==> config.mk <==
export PLATFORM = sky130hd
export DESIGN_NAME = fetch_stage
export DESIGN_NICKNAME = d
export VERILOG_FILES = /design/src/rtl/fetch_stage_pkg.sv /design/src/rtl/fetch_skid_buffer.sv /design/src/rtl/fetch_stage.sv
export SDC_FILE = /design/constraint.sdc
export NUM_CORES = 1
export LEC_CHECK = 0
export CAP_MARGIN = 5
export CORE_MARGIN = 10
export CORE_UTILIZATION = 30
export DETAILED_ROUTE_END_ITERATION = 16
export SKIP_LAST_GASP = 1
export SLEW_MARGIN = 20
export SYNTH_ARGS = -nofsm -noshare
export SYNTH_HDL_FRONTEND = slang
export SYNTH_HIERARCHICAL = 1
export SYNTH_SLANG_ARGS = --single-unit
==> constraint.sdc <==
create_clock -name clk -period 2 [get_ports clk]
set_clock_uncertainty 0.15 [all_clocks]
set_input_delay 0.4 -clock clk [delete_from_list [all_inputs] [get_ports clk]]
set_output_delay 0.4 -clock clk [all_outputs]
set_load 0.05 [all_outputs]
==> src/rtl/fetch_stage_pkg.sv <==
// rtl/fetch_stage_pkg.sv - shared widths, state encodings and helpers for the fetch stage
package fetch_stage_pkg;

   localparam int WIDTH = 16;

   localparam logic [1:0] S_IDLE = 2'd0;
   localparam logic [1:0] S_REQ  = 2'd1;
   localparam logic [1:0] S_HOLD = 2'd2;
   localparam logic [1:0] S_DROP = 2'd3;

   localparam logic [WIDTH-1:0] NOP_DEFAULT = 16'hF000;

   // Counters stick at all-ones instead of wrapping.
   function automatic logic [WIDTH-1:0] sat_inc(input logic [WIDTH-1:0] value);
      return (value == {WIDTH{1'b1}}) ? value : value + 16'd1;
   endfunction

endpackage

==> src/rtl/fetch_skid_buffer.sv <==
// rtl/fetch_skid_buffer.sv - one-entry holding register for a word acked while the pipe is stalled
module fetch_skid_buffer
   import fetch_stage_pkg::*;
(
   input  logic             clk,
   input  logic             reset,
   input  logic             load,
   input  logic             clear,
   input  logic             unload,
   input  logic [WIDTH-1:0] capture,
   output logic [WIDTH-1:0] data,
   output logic             valid
);

   always_ff @(posedge clk or negedge reset) begin
      if (!reset) begin
         data  <= '0;
         valid <= 1'b0;
      end else if (clear || unload) begin
         valid <= 1'b0;
      end else if (load) begin
         data  <= capture;
         valid <= 1'b1;
      end
   end

endmodule

==> src/rtl/fetch_stage.sv <==
// rtl/fetch_stage.sv - instruction fetch stage: PC, imem req/ack handshake, IF/ID outputs
// Optional FETCH_STATS_EN adds saturating fetch_count / bubble_count outputs.
module fetch_stage
   import fetch_stage_pkg::*;
#(
   parameter logic [WIDTH-1:0] RESET_PC  = 16'h0000,
   parameter logic [WIDTH-1:0] NOP_INSTR = NOP_DEFAULT
) (
   input  logic             clk,
   input  logic             reset,
   input  logic             stall,
   input  logic             redirect,
   input  logic [WIDTH-1:0] redirect_pc,
   output logic             imem_req,
   output logic [WIDTH-1:0] imem_addr,
   input  logic             imem_ack,
   input  logic [WIDTH-1:0] imem_data,
   output logic [WIDTH-1:0] toPC,
   output logic [WIDTH-1:0] toPCInc,
   output logic [WIDTH-1:0] toIR,
   output logic             toValid
`ifdef FETCH_STATS_EN
   ,
   output logic [WIDTH-1:0] fetch_count,
   output logic [WIDTH-1:0] bubble_count
`endif
);

   logic [1:0]       state, state_d;
   logic [WIDTH-1:0] pc, pc_d, pc_inc;
   logic [WIDTH-1:0] drop_addr, drop_addr_d;
   logic [WIDTH-1:0] fetched;
   logic             load_out, load_bubble;
   logic             skid_load, skid_clear, skid_unload;
   logic [WIDTH-1:0] skid_data;
   logic             skid_valid;

   assign pc_inc    = pc + 16'd1;
   assign imem_req  = (state == S_REQ) || (state == S_DROP);
   // An abandoned request keeps its original address on the bus until memory acks it.
   assign imem_addr = (state == S_DROP) ? drop_addr : pc;

   always_comb begin
      state_d     = state;
      pc_d        = pc;
      drop_addr_d = drop_addr;
      fetched     = imem_data;
      load_out    = 1'b0;
      load_bubble = 1'b0;
      skid_load   = 1'b0;
      skid_clear  = 1'b0;
      skid_unload = 1'b0;
      if (redirect) begin
         pc_d        = redirect_pc;
         load_bubble = 1'b1;
         skid_clear  = 1'b1;
         state_d     = S_REQ;
         if (state == S_REQ && !imem_ack) begin
            state_d     = S_DROP;
            drop_addr_d = pc;
         end else if (state == S_DROP && !imem_ack) begin
            state_d = S_DROP;
         end
      end else begin
         case (state)
            S_IDLE: begin
               state_d = S_REQ;
            end
            S_REQ: begin
               if (imem_ack && !stall) begin
                  load_out = 1'b1;
                  pc_d     = pc_inc;
               end else if (imem_ack) begin
                  skid_load = 1'b1;
                  state_d   = S_HOLD;
               end else if (!stall) begin
                  load_bubble = 1'b1;
               end
            end
            S_HOLD: begin
               if (!stall && skid_valid) begin
                  load_out    = 1'b1;
                  fetched     = skid_data;
                  skid_unload = 1'b1;
                  pc_d        = pc_inc;
                  state_d     = S_REQ;
               end
            end
            S_DROP: begin
               if (imem_ack) begin
                  state_d = S_REQ;
               end
            end
            default: begin
               state_d = S_IDLE;
            end
         endcase
      end
   end

   always_ff @(posedge clk or negedge reset) begin
      if (!reset) begin
         state     <= S_IDLE;
         pc        <= RESET_PC;
         drop_addr <= RESET_PC;
      end else begin
         state     <= state_d;
         pc        <= pc_d;
         drop_addr <= drop_addr_d;
      end
   end

   // toPC/toPCInc keep their last values across bubbles; only toIR/toValid mark the hole.
   always_ff @(posedge clk or negedge reset) begin
      if (!reset) begin
         toPC    <= '0;
         toPCInc <= '0;
         toIR    <= NOP_INSTR;
         toValid <= 1'b0;
      end else if (load_out) begin
         toPC    <= pc;
         toPCInc <= pc_inc;
         toIR    <= fetched;
         toValid <= 1'b1;
      end else if (load_bubble) begin
         toIR    <= NOP_INSTR;
         toValid <= 1'b0;
      end
   end

   fetch_skid_buffer u_skid (
      .clk     (clk),
      .reset   (reset),
      .load    (skid_load),
      .clear   (skid_clear),
      .unload  (skid_unload),
      .capture (imem_data),
      .data    (skid_data),
      .valid   (skid_valid)
   );

`ifdef FETCH_STATS_EN
   always_ff @(posedge clk or negedge reset) begin
      if (!reset) begin
         fetch_count  <= '0;
         bubble_count <= '0;
      end else begin
         if (load_out) begin
            fetch_count <= sat_inc(fetch_count);
         end
         if (load_bubble && !stall) begin
            bubble_count <= sat_inc(bubble_count);
         end
      end
   end
`endif

endmodule
# Word-level counts from Yosys, hierarchy flattened
# Cells that the tools add are included.
dict set report word_totals {
  reg_bits 100
  wordCells 73
}
dict set report classes {
  eq_ne 8
  reduce_logical 16
  bitwise_logic 1
  n_addsub 1
  mux 38
}
# cell n
set ops {}
lappend ops {{$mux W16} 9}
lappend ops {{$pmux W16 S2} 1}
lappend ops {{$mux W1} 19}
lappend ops {{$add A16 B1 Y16 const B} 1}
lappend ops {{$mux W2} 7}
lappend ops {{$ne A3 B3 Y1 const B} 4}
lappend ops {{$pmux W2 S4} 1}
lappend ops {{$eq A2 B2 Y1 const B} 2}
lappend ops {{$logic_and A1 B1 Y1} 4}
lappend ops {{$reduce_and A2 Y1} 2}
lappend ops {{$reduce_and A4 Y1} 1}
lappend ops {{$reduce_bool A2 Y1} 2}
lappend ops {{$ne A3 B2 Y1 const B} 1}
lappend ops {{$reduce_and A3 Y1} 1}
lappend ops {{$reduce_bool A3 Y1} 1}
lappend ops {{$eq A2 B1 Y1 const B} 1}
lappend ops {{$logic_not A1 Y1} 2}
lappend ops {{$logic_not A2 Y1} 1}
lappend ops {{$logic_or A1 B1 Y1} 2}
lappend ops {{$pmux W1 S2} 1}
lappend ops {{$not A1 Y1} 1}

# Longest topological paths before layout
# Gate-level depths: netlist of run 1.
dict set report depth {
  word_depth 8
  mapped_depth 9
}

# Hierarchy
# The synthesis of run 1 kept the hierarchy.
# module cells_each instances seq_area_each_um2 area_per_inst_um2
set by_module_without_submodules {}
lappend by_module_without_submodules {fetch_stage 409 1 2082.0 4375.4}
lappend by_module_without_submodules {fetch_skid_buffer 37 1 425.4 648.1}

# Least setup slack after synthesis of run 1
# Ideal clock, no wire load.
dict set report synth_timing {
  path_type {register to output}
  from {reg state[0]}
  to {out imem_addr[10]}
  t_arrival_ns 2.132
  setup_slack_ns -0.682
  required_time_ns 1.450
  path_stages_with_launch 5
  cell_sequence {dfrtp_1 -> ha_1 -> clkbuf_1 -> buf_2 -> o21ai_0}
}
dict set report synth_between {
  elab_chain_cells 2
}
# element line
set synth_rtl {}
lappend synth_rtl {{from (decl)} fetch_stage.sv:29} ;# logic [1:0] state, state_d;
lappend synth_rtl {{from (signal assigned)} fetch_stage.sv:107} ;# state <= state_d;
lappend synth_rtl {{$eq A2 B2 Y1} fetch_stage.sv:41} ;# assign imem_addr = (state == S_DROP) ? drop_addr : pc;
lappend synth_rtl {{$mux W16} fetch_stage.sv:41}
lappend synth_rtl {{to (decl)} fetch_stage.sv:15} ;# output logic [WIDTH-1:0] imem_addr,
# No other way between the ends.

# Worst setup path after layout of run 1
dict set report layout_timing {
  from {reg state[0]}
  to {out imem_addr[15]}
}
# Same word-level chain as after synthesis.

==> results of run 1 <==
-- what timing repair did --
item	4_1_cts	5_1_grt
setup endpoints to repair	37	99
buffers inserted	8	1
resized for setup	29	56
gates cloned	2	3
pin swaps	3	2
hold endpoints to repair	33	0
hold buffers	1	0
-- synth_stat cells, drive strengths merged (4+ instances only) --
master,instances
o2bb2ai,12
nor3,4
dfstp,4
nand2,60
xnor2,11
nor4,5
nor2,19
a2111oi,4
a21boi,9
buf,25
dfrtp,96
mux2,60
clkbuf,8
o21ai,25
a21oi,4
nand3,8
ha,5
mux2i,12
inv,13
a32oi,4
nand2b,4
o211ai,20
-- final cells by class --
cell class	instances	area share (%)
Sequential cell	100	34.5
Multi-Input combinational cell	301	35.2
Timing Repair Buffer	158	21.8
Clock inverter	7	0.893
Clock buffer	9	3.09
Inverter	13	0.773
Tap cell	220	3.78
-- worst max-delay path, delay by kind of cell, from the launching register on --
| family | cells | cell delay [ps] |
|---|---|---|
| adders and majority gates | 1 | 220 |
| buffers and inverters | 2 | 340 |
| DFF | 1 | 440 |
| muxes | 1 | 310 |
-- cells by family after synthesis --
| kind of cell | count (synthesis) | synth area share [%] |
|---|---|---|
| AND/OR/NAND/NOR | 114 | 11.9 |
| flip-flops | 100 | 49.9 |
| AO/OA/AOI/OAI | 95 | 14.0 |
| multiplexers | 72 | 15.8 |
| buffers and inverters | 46 | 4.63 |
| XOR/XNOR | 14 | 2.44 |
| adder cells (fa/ha/maj) | 5 | 1.25 |
-- layout by cell type, fill, tap and decap left out, drive strengths merged, types with 5 or more instances in the layout --
cell / n
a21boi: 9
buf: 121
clkbuf: 10
clkdlybuf4s50: 35
dfrtp: 96
ha: 5
inv: 17
mux2: 60
mux2i: 12
nand2: 60
nand3: 8
nor2: 19
nor4: 5
o211ai: 20
o21ai: 25
o2bb2ai: 12
xnor2: 11
-- how the worst max path moves through the flow --
stage / startpoint / to / slack, ps / cells after the start
after floorplan: state[0]$_DFFE_PN0P_ / u_skid/data[10]$_DFFE_PN0P_ / -50 / 8
after global placement: stall / pc[12]$_DFFE_PN0P_ / -380 / 5
after detailed placement: stall / pc[12]$_DFFE_PN0P_ / -410 / 5
after CTS: state[0]$_DFFE_PN0P_ / imem_addr[3] / -240 / 4
after global routing: state[0]$_DFFE_PN0P_ / imem_addr[7] / -260 / 4
final: state[0]$_DFFE_PN0P_ / imem_addr[15] / -220 / 4
-- routing by layer --
layer | GRT usage (%) | up-vias
met1 | 17.0 | 1936
met3 | 3.25 | 18
met5 | 0 | -
met4 | 4.07 | 0
met2 | 20.2 | 135
li1 | - | 1895
-- where the power goes --
part / total, mW / internal, mW / switching, mW / leakage (nW)
sequential: 3.20 / 2.76 / 0.445 / 1.25
clock: 1.74 / 0.878 / 0.864 / 0.141
combinational: 5.89 / 2.46 / 3.43 / 1.83
total: 10.8 / 6.09 / 4.73 / 3.22
-- sequential cells by signal, indices dropped and copies added, names as in the netlist --
signal        flops
drop_addr        16
pc               16
state             2
toIR             16
toPC             16
toPCInc          16
toValid           1
u_skid/data      16
u_skid/valid      1
-- through the flow --
step / setup TNS [ps] / utilization (%) / setup slack [ps]
5_1_grt: -7380 / 44.1 / -260
6_report: -3780 / 44.1 / -221
3_3_place_gp: -22020 / 39.3 / -376
3_5_place_dp: -26550 / 39.3 / -411
2_1_floorplan: -634 / - / -50.8
4_1_cts: -3600 / 42.5 / -237
==> metrics.md, run 1 <==
| Metric | Value |
|---|---|
| PortBufs | `102` |
| Worst setup SP type | `flip-flop` |
| Max stage delay on crit path | `440 ps` |
| Chip height | `149 um` |
| Syn_nets | `488` |
| Detailed Routing Iterations Pass 1 | `4` |
| WL final | `14,800 um` |
| Area occupied by multi-input gates | `2560 um2` |
| Hold Crit Class | `flip-flop to flip-flop` |
| Clk buf depth | `2` |
| RD Place Congestion | `0.835` |
| # clock sinks | `100` |
| P per Cell Area | `1490 nW/um2` |
| Mapped Area | `5020 um2` |
| Hold worst-path end | `toIR[14]$_DFFE_PN1P_` |
| DP Cell Count | `777` |
| Status | `finished with violations` |
| R2r setup slk | `-40 ps` |
| Fillers | `1,537` |
| Vias/cell | `4.93` |
| Synth top area share | `47.8%` |
| FMAX | `450 MHz` |
| Crit end category | `primary output` |
| Fin area | `7280 um2` |
| Slew margin rel. | `65.1%` |
| CP cell instances | `ha_4, clkbuf_16, mux2_4, buf_6` |
| PnR worst setup slack | `-221 ps` |
| Netlist cell types | `51` |
| Seq/Total Area, Yosys | `49.9%` |
| I/O pin total | `103` |
| Routed len/inst | `18.4 um` |
| TritonCTS clock tree | `done` |
| Post-route DRC | `0` |
| Clock slew at reported path FFs | `70 ps` |
| Leakage | `3.22 nW` |
| Die ar. | `22,300 um2` |
| Routed met3 length | `953 um` |
| Final-report setup violation count | `34` |
| Post-Syn Area per Cell | `11.3 um2` |
| Root buf cell | `clkbuf_16` |
| Most used DFF post-synth | `dfrtp_1` |
| Pwr Total | `10.8 mW` |
| Share of cells above drive strength 1 | `42.0%` |
| Core ar. | `16,500 um2` |
| Fin crit share | `111%` |
| Hold Path Stages | `2` |
| Cts bufs inserted | `9` |
| DR top layer | `met4` |
| Failing checks | `negative setup slack` |
| Post-synth EDFFs | `0` |
| RSZ-0062 raised after global routing | `true` |
| HP Start | `toIR[14]$_DFFE_PN1P_` |
| Tightest Pin Transition | `524 ps` |
| RR Endpoint | `u_skid/data[5]$_DFFE_PN0P_` |
| N_diodes | `0` |
| DP HPWL | `10,500 um` |
| GRT Total Usage | `12.9%` |
| R2r startpoint | `state[1]$_DFFE_PN0P_` |
| Flops & latches, synth | `100` |
| Met2 WL post-DR | `7090 um` |
| WL met1 | `6550 um` |
| Largest net degree at the start of global routing | `40` |
| Async set-reset flop share out of synthesis | `100%` |
| Initial DRC Count | `231` |
| Area grow syn2layout | `45.0%` |
| Slowest stage cell, crit path | `dfrtp_2` |
| Global-route wire length before repair | `22,600 um` |
| Storage element area | `2510 um2` |
| Worst EP required | `1450 ps` |
| WS Path Type | `flip-flop to primary output` |
| Cells on worst reg2reg path | `9` |
| Via count | `3,984` |
| Number of nets with antenna violations after routing | `0` |
| Synth top area cells | `dfrtp_1, mux2_2, nand2_1, o211ai_1, o21ai_0` |
| Placed inst area | `6490 um2` |
| Rows | `47` |
| Nets | `625` |
| Starting Density | `30.4%` |
| Clk Latency, worst-skew pair | `360 ps` |
| Final Hold Viols | `0` |
| # H-tree levels | `3` |
| Max FO, Critical Path | `5` |
| Slew Viols, Final | `0` |
| Biggest area consumer among synthesized cells | `dfrtp_1` |
| Post-layout minimum cycle time | `2220 ps` |
| Critical Path AT | `1670 ps` |
| Max Cap Viol | `0` |
| Overflow left after global routing | `0` |
| VDD IR max | `970 uV` |
| Initial antenna violation count | `0` |
| Die width | `149 um` |
| Final hold slack | `313 ps` |
| Number of global-route vias before repair | `4,099` |
| Syn Inst Count | `446` |
| Post-route non-filler standard cell count | `808` |
| Ys Warns | `6` |
Power figures use the tool's default switching activity.
==> run 2, diff against run 1 <==
==> constraint.sdc (replaced) <==
create_clock -name clk -period 2 [get_ports clk]
set_clock_uncertainty 0.15 [all_clocks]
set_input_delay 0.4 -clock clk [delete_from_list [all_inputs] [get_ports clk]]
set_output_delay 0.4 -clock clk [all_outputs]
set_load 0.02 [all_outputs]
==> run 2 against run 1 <==
The flow still finishes with violations (negative setup slack). Maximum frequency increased by 1.1%. Non-clock buffer count increased by 10. Flip-flop and latch count unchanged. Largest cell class unchanged. Clock power increased by 11%. Via count increased by 1.1%. Cell count increased by 1.2%. First-iteration DRC count increased by 15%. Highest routed layer unchanged. Wire length increased by 1.3%. Sequential share of layout area decreased by 1.0 points. Critical path depth increased by 1. Final area increased by 2.9%.
==> metrics.md, run 2 (synthesized netlist as in run 1, its figures left out) <==
| Metric | Value |
|---|---|
| Status | `finished with violations` |
| Failing checks | `negative setup slack` |
| Chip height | `149 um (unchanged)` |
| Post-route DRC | `0 (unchanged)` |
| P per Cell Area | `1320 nW/um2 (-11%)` |
| Pwr Total | `9.90 mW (-8.6%)` |
| Post-route non-filler standard cell count | `818 (+1.2%)` |
| Clk buf depth | `2 (unchanged)` |
| Hold worst-path end | `toIR[15]$_DFFE_PN1P_` |
| RD Place Congestion | `0.878 (+5.2%)` |
| GRT Total Usage | `13.2% (+0.34 points)` |
| Sequential share of power | `32.2% (+2.6 points)` |
| Cts bufs inserted | `9 (unchanged)` |
| Slew Viols, Final | `0 (unchanged)` |
| Combinational share of power | `48.2% (-6.2 points)` |
| Crit end category | `primary output` |
| Most frequent cells in the layout | `dfrtp_1, clkdlybuf4s50_1, nand2_1` |
| Worst path most repeated cell | `buf_6` |
| Share of cells above drive strength 1 | `34.1% (-7.9 points)` |
| Max FO, Critical Path | `5 (unchanged)` |
| GRT met1 Usage | `17.4% (+0.36 points)` |
| RR Endpoint | `toPC[5]$_DFFE_PN0P_` |
| DP HPWL | `10,300 um (-1.7%)` |
| PortBufs | `102 (unchanged)` |
| Rows | `47 (unchanged)` |
| WS Path Type | `flip-flop to primary output` |
| Detailed Routing Iterations Pass 1 | `4 (unchanged)` |
| Critical Path AT | `1650 ps (-20 ps)` |
| Root buf cell | `clkbuf_16` |
| PnR worst setup slack | `-197 ps (+24.6 ps)` |
| HP Start | `toIR[15]$_DFFE_PN1P_` |
| Slew margin rel. | `63.9% (-1.2 points)` |
| Via count | `4,027 (+1.1%)` |
| Worst setup SP type | `flip-flop` |
| Hold Path Stages | `2 (unchanged)` |
| Final-report setup violation count | `81 (+140%)` |
| I/O pin total | `103 (unchanged)` |
| Routed len/inst | `18.4 um (about the same)` |
| Starting Density | `30.4% (unchanged)` |
| R2r startpoint | `state[0]$_DFFE_PN0P_` |
| Number of global-route vias before repair | `4,186 (+2.1%)` |
| GR Layer Usage met3 | `4.22% (+0.97 points)` |
| CP cell instances | `ha_4, buf_6, buf_12, mux2_4, buf_6` |
| Fin area | `7490 um2 (+2.9%)` |
| Post-layout minimum cycle time | `2200 ps (-24.6 ps)` |
| Die width | `149 um (unchanged)` |
| Hold Crit Class | `flip-flop to flip-flop` |
| Clock power frac | `19.6% (+3.5 points)` |
| Area grow syn2layout | `49.2%` |
| Slowest stage cell, crit path | `dfrtp_1` |
| Global-route wire length before repair | `23,400 um (+3.6%)` |
| Max stage delay on crit path | `410 ps (-30 ps)` |
| Initial DRC Count | `265 (+15%)` |
| Initial antenna violation count | `0 (unchanged)` |
| # H-tree levels | `3 (unchanged)` |
| R2r setup slk | `-150 ps (-110 ps)` |
| Worst EP required | `1450 ps (about the same)` |
| Die ar. | `22,300 um2 (unchanged)` |
| DP Cell Count | `787 (+1.3%)` |
| # clock sinks | `100 (unchanged)` |
| Fin crit share | `110% (-1.2 points)` |
| Clk Latency, worst-skew pair | `350 ps (about the same)` |
| WL final | `15,000 um (+1.3%)` |
| Final Hold Viols | `0 (unchanged)` |
| N_diodes | `0 (unchanged)` |
| Routing usage on met2 | `20.5% (+0.22 points)` |
| Largest net degree at the start of global routing | `38 (-5.0%)` |
| Leakage | `3.22 nW (-0.18%)` |
| Vias/cell | `4.92 (-0.16%)` |
| Final Core Density | `45.3% (+1.3 points)` |
| Overflow left after global routing | `0 (unchanged)` |
| Core ar. | `16,500 um2 (unchanged)` |
| Nets | `635 (+1.6%)` |
| Commonest non-fill, non-tap cell in the layout | `dfrtp_1` |
| P_int | `6.44 mW (+5.7%)` |
| Tightest Pin Transition | `542 ps (+18.0 ps)` |
| Max Cap Viol | `0 (unchanged)` |
| Setup TNS | `-7060 ps (-3280 ps)` |
| Cells on worst reg2reg path | `7 (-2)` |
| FMAX | `455 MHz (+1.1%)` |
| Clock slew at reported path FFs | `60 ps (about the same)` |
| VDD IR max | `890 uV (-8.2%)` |
| Number of nets with antenna violations after routing | `0 (unchanged)` |
| Switching Fraction | `34.9% (-8.8 points)` |
| Global route hottest layer | `met2` |
| Sw power | `3.45 mW (-27%)` |
| TritonCTS clock tree | `done` |
| Placed inst area | `6630 um2 (+2.2%)` |
| RSZ-0062 raised after global routing | `true` |
[run 2: cell types whose count changed in the layout (fill, tap and decap cells not counted), moves of 3 or more]
cell,change
clkbuf_8,+3
buf_12,-6
clkdlybuf4s50_1,+45
buf_8,-6
buf_4,-42
buf_6,+15
dlygate4sd2_1,+4
[run 2: metrics by stage]
step / worst slack, ps / hold slack, ps
6_report: -197 / 310
5_1_grt: -235 / 324
4_1_cts: -194 / 312
3_5_place_dp: -393 / 271
3_3_place_gp: -335 / 263
2_1_floorplan: -50.8 / -45.6
[run 2: how the worst max path moves through the flow]
stage,start,end,slack [ps],cells after the start
after floorplan,state[0]$_DFFE_PN0P_,u_skid/data[10]$_DFFE_PN0P_,-50,8
after global placement,stall,pc[12]$_DFFE_PN0P_,-330,5
after detailed placement,stall,pc[12]$_DFFE_PN0P_,-390,5
after CTS,state[1]$_DFFE_PN0P_,imem_addr[3],-190,5
after global routing,state[0]$_DFFE_PN0P_,imem_addr[12],-230,5
final,state[0]$_DFFE_PN0P_,imem_addr[9],-200,5
[run 2: layout make-up]
cell class,count,area [um2]
Fill cell,1511,9030
Multi-Input combinational cell,301,2570
Sequential cell,100,2510
Timing Repair Buffer,168,1740
Tap cell,220,275
Clock buffer,13,270
Clock inverter,3,67.6
Inverter,13,56.3
[run 2: repair_timing]
item | in CTS | in global routing
setup endpoints to repair | 97 | 104
gates cloned | 4 | 2
hold buffers | 1 | 0
pin swaps | 6 | 5
hold endpoints to repair | 34 | 0
gates resized for setup | 138 | 51
setup buffers | 8 | 1
[run 2: power by group through the flow]
stage	Combinational [mW]	Clock (mW)	Sequential [mW]
2_1_floorplan	1.70	0	3.54
3_3_place_gp	3.95	0	3.17
3_5_place_dp	4.01	0	3.20
4_1_cts	4.54	2.00	3.18
5_1_grt	5.09	2.06	3.29
6_report	4.77	1.94	3.18
[run 2: critical path, delay by kind of cell, from the launching register on]
kind	cells	cell delay [ps]
buffers and inverters	3	400
adder cells (fa/ha/maj)	1	180
flip-flops	1	410
multiplexers	1	300
[run 2: layer usage]
metal / share of wire (%) / vias to the layer above / routed length [um]
met4: 1.4 / 0 / 208
met1: 45 / 1981 / 6820
met3: 7.6 / 15 / 1140
li1: - / 1907 / -
met5: 0 / - / 0
met2: 46 / 124 / 6870
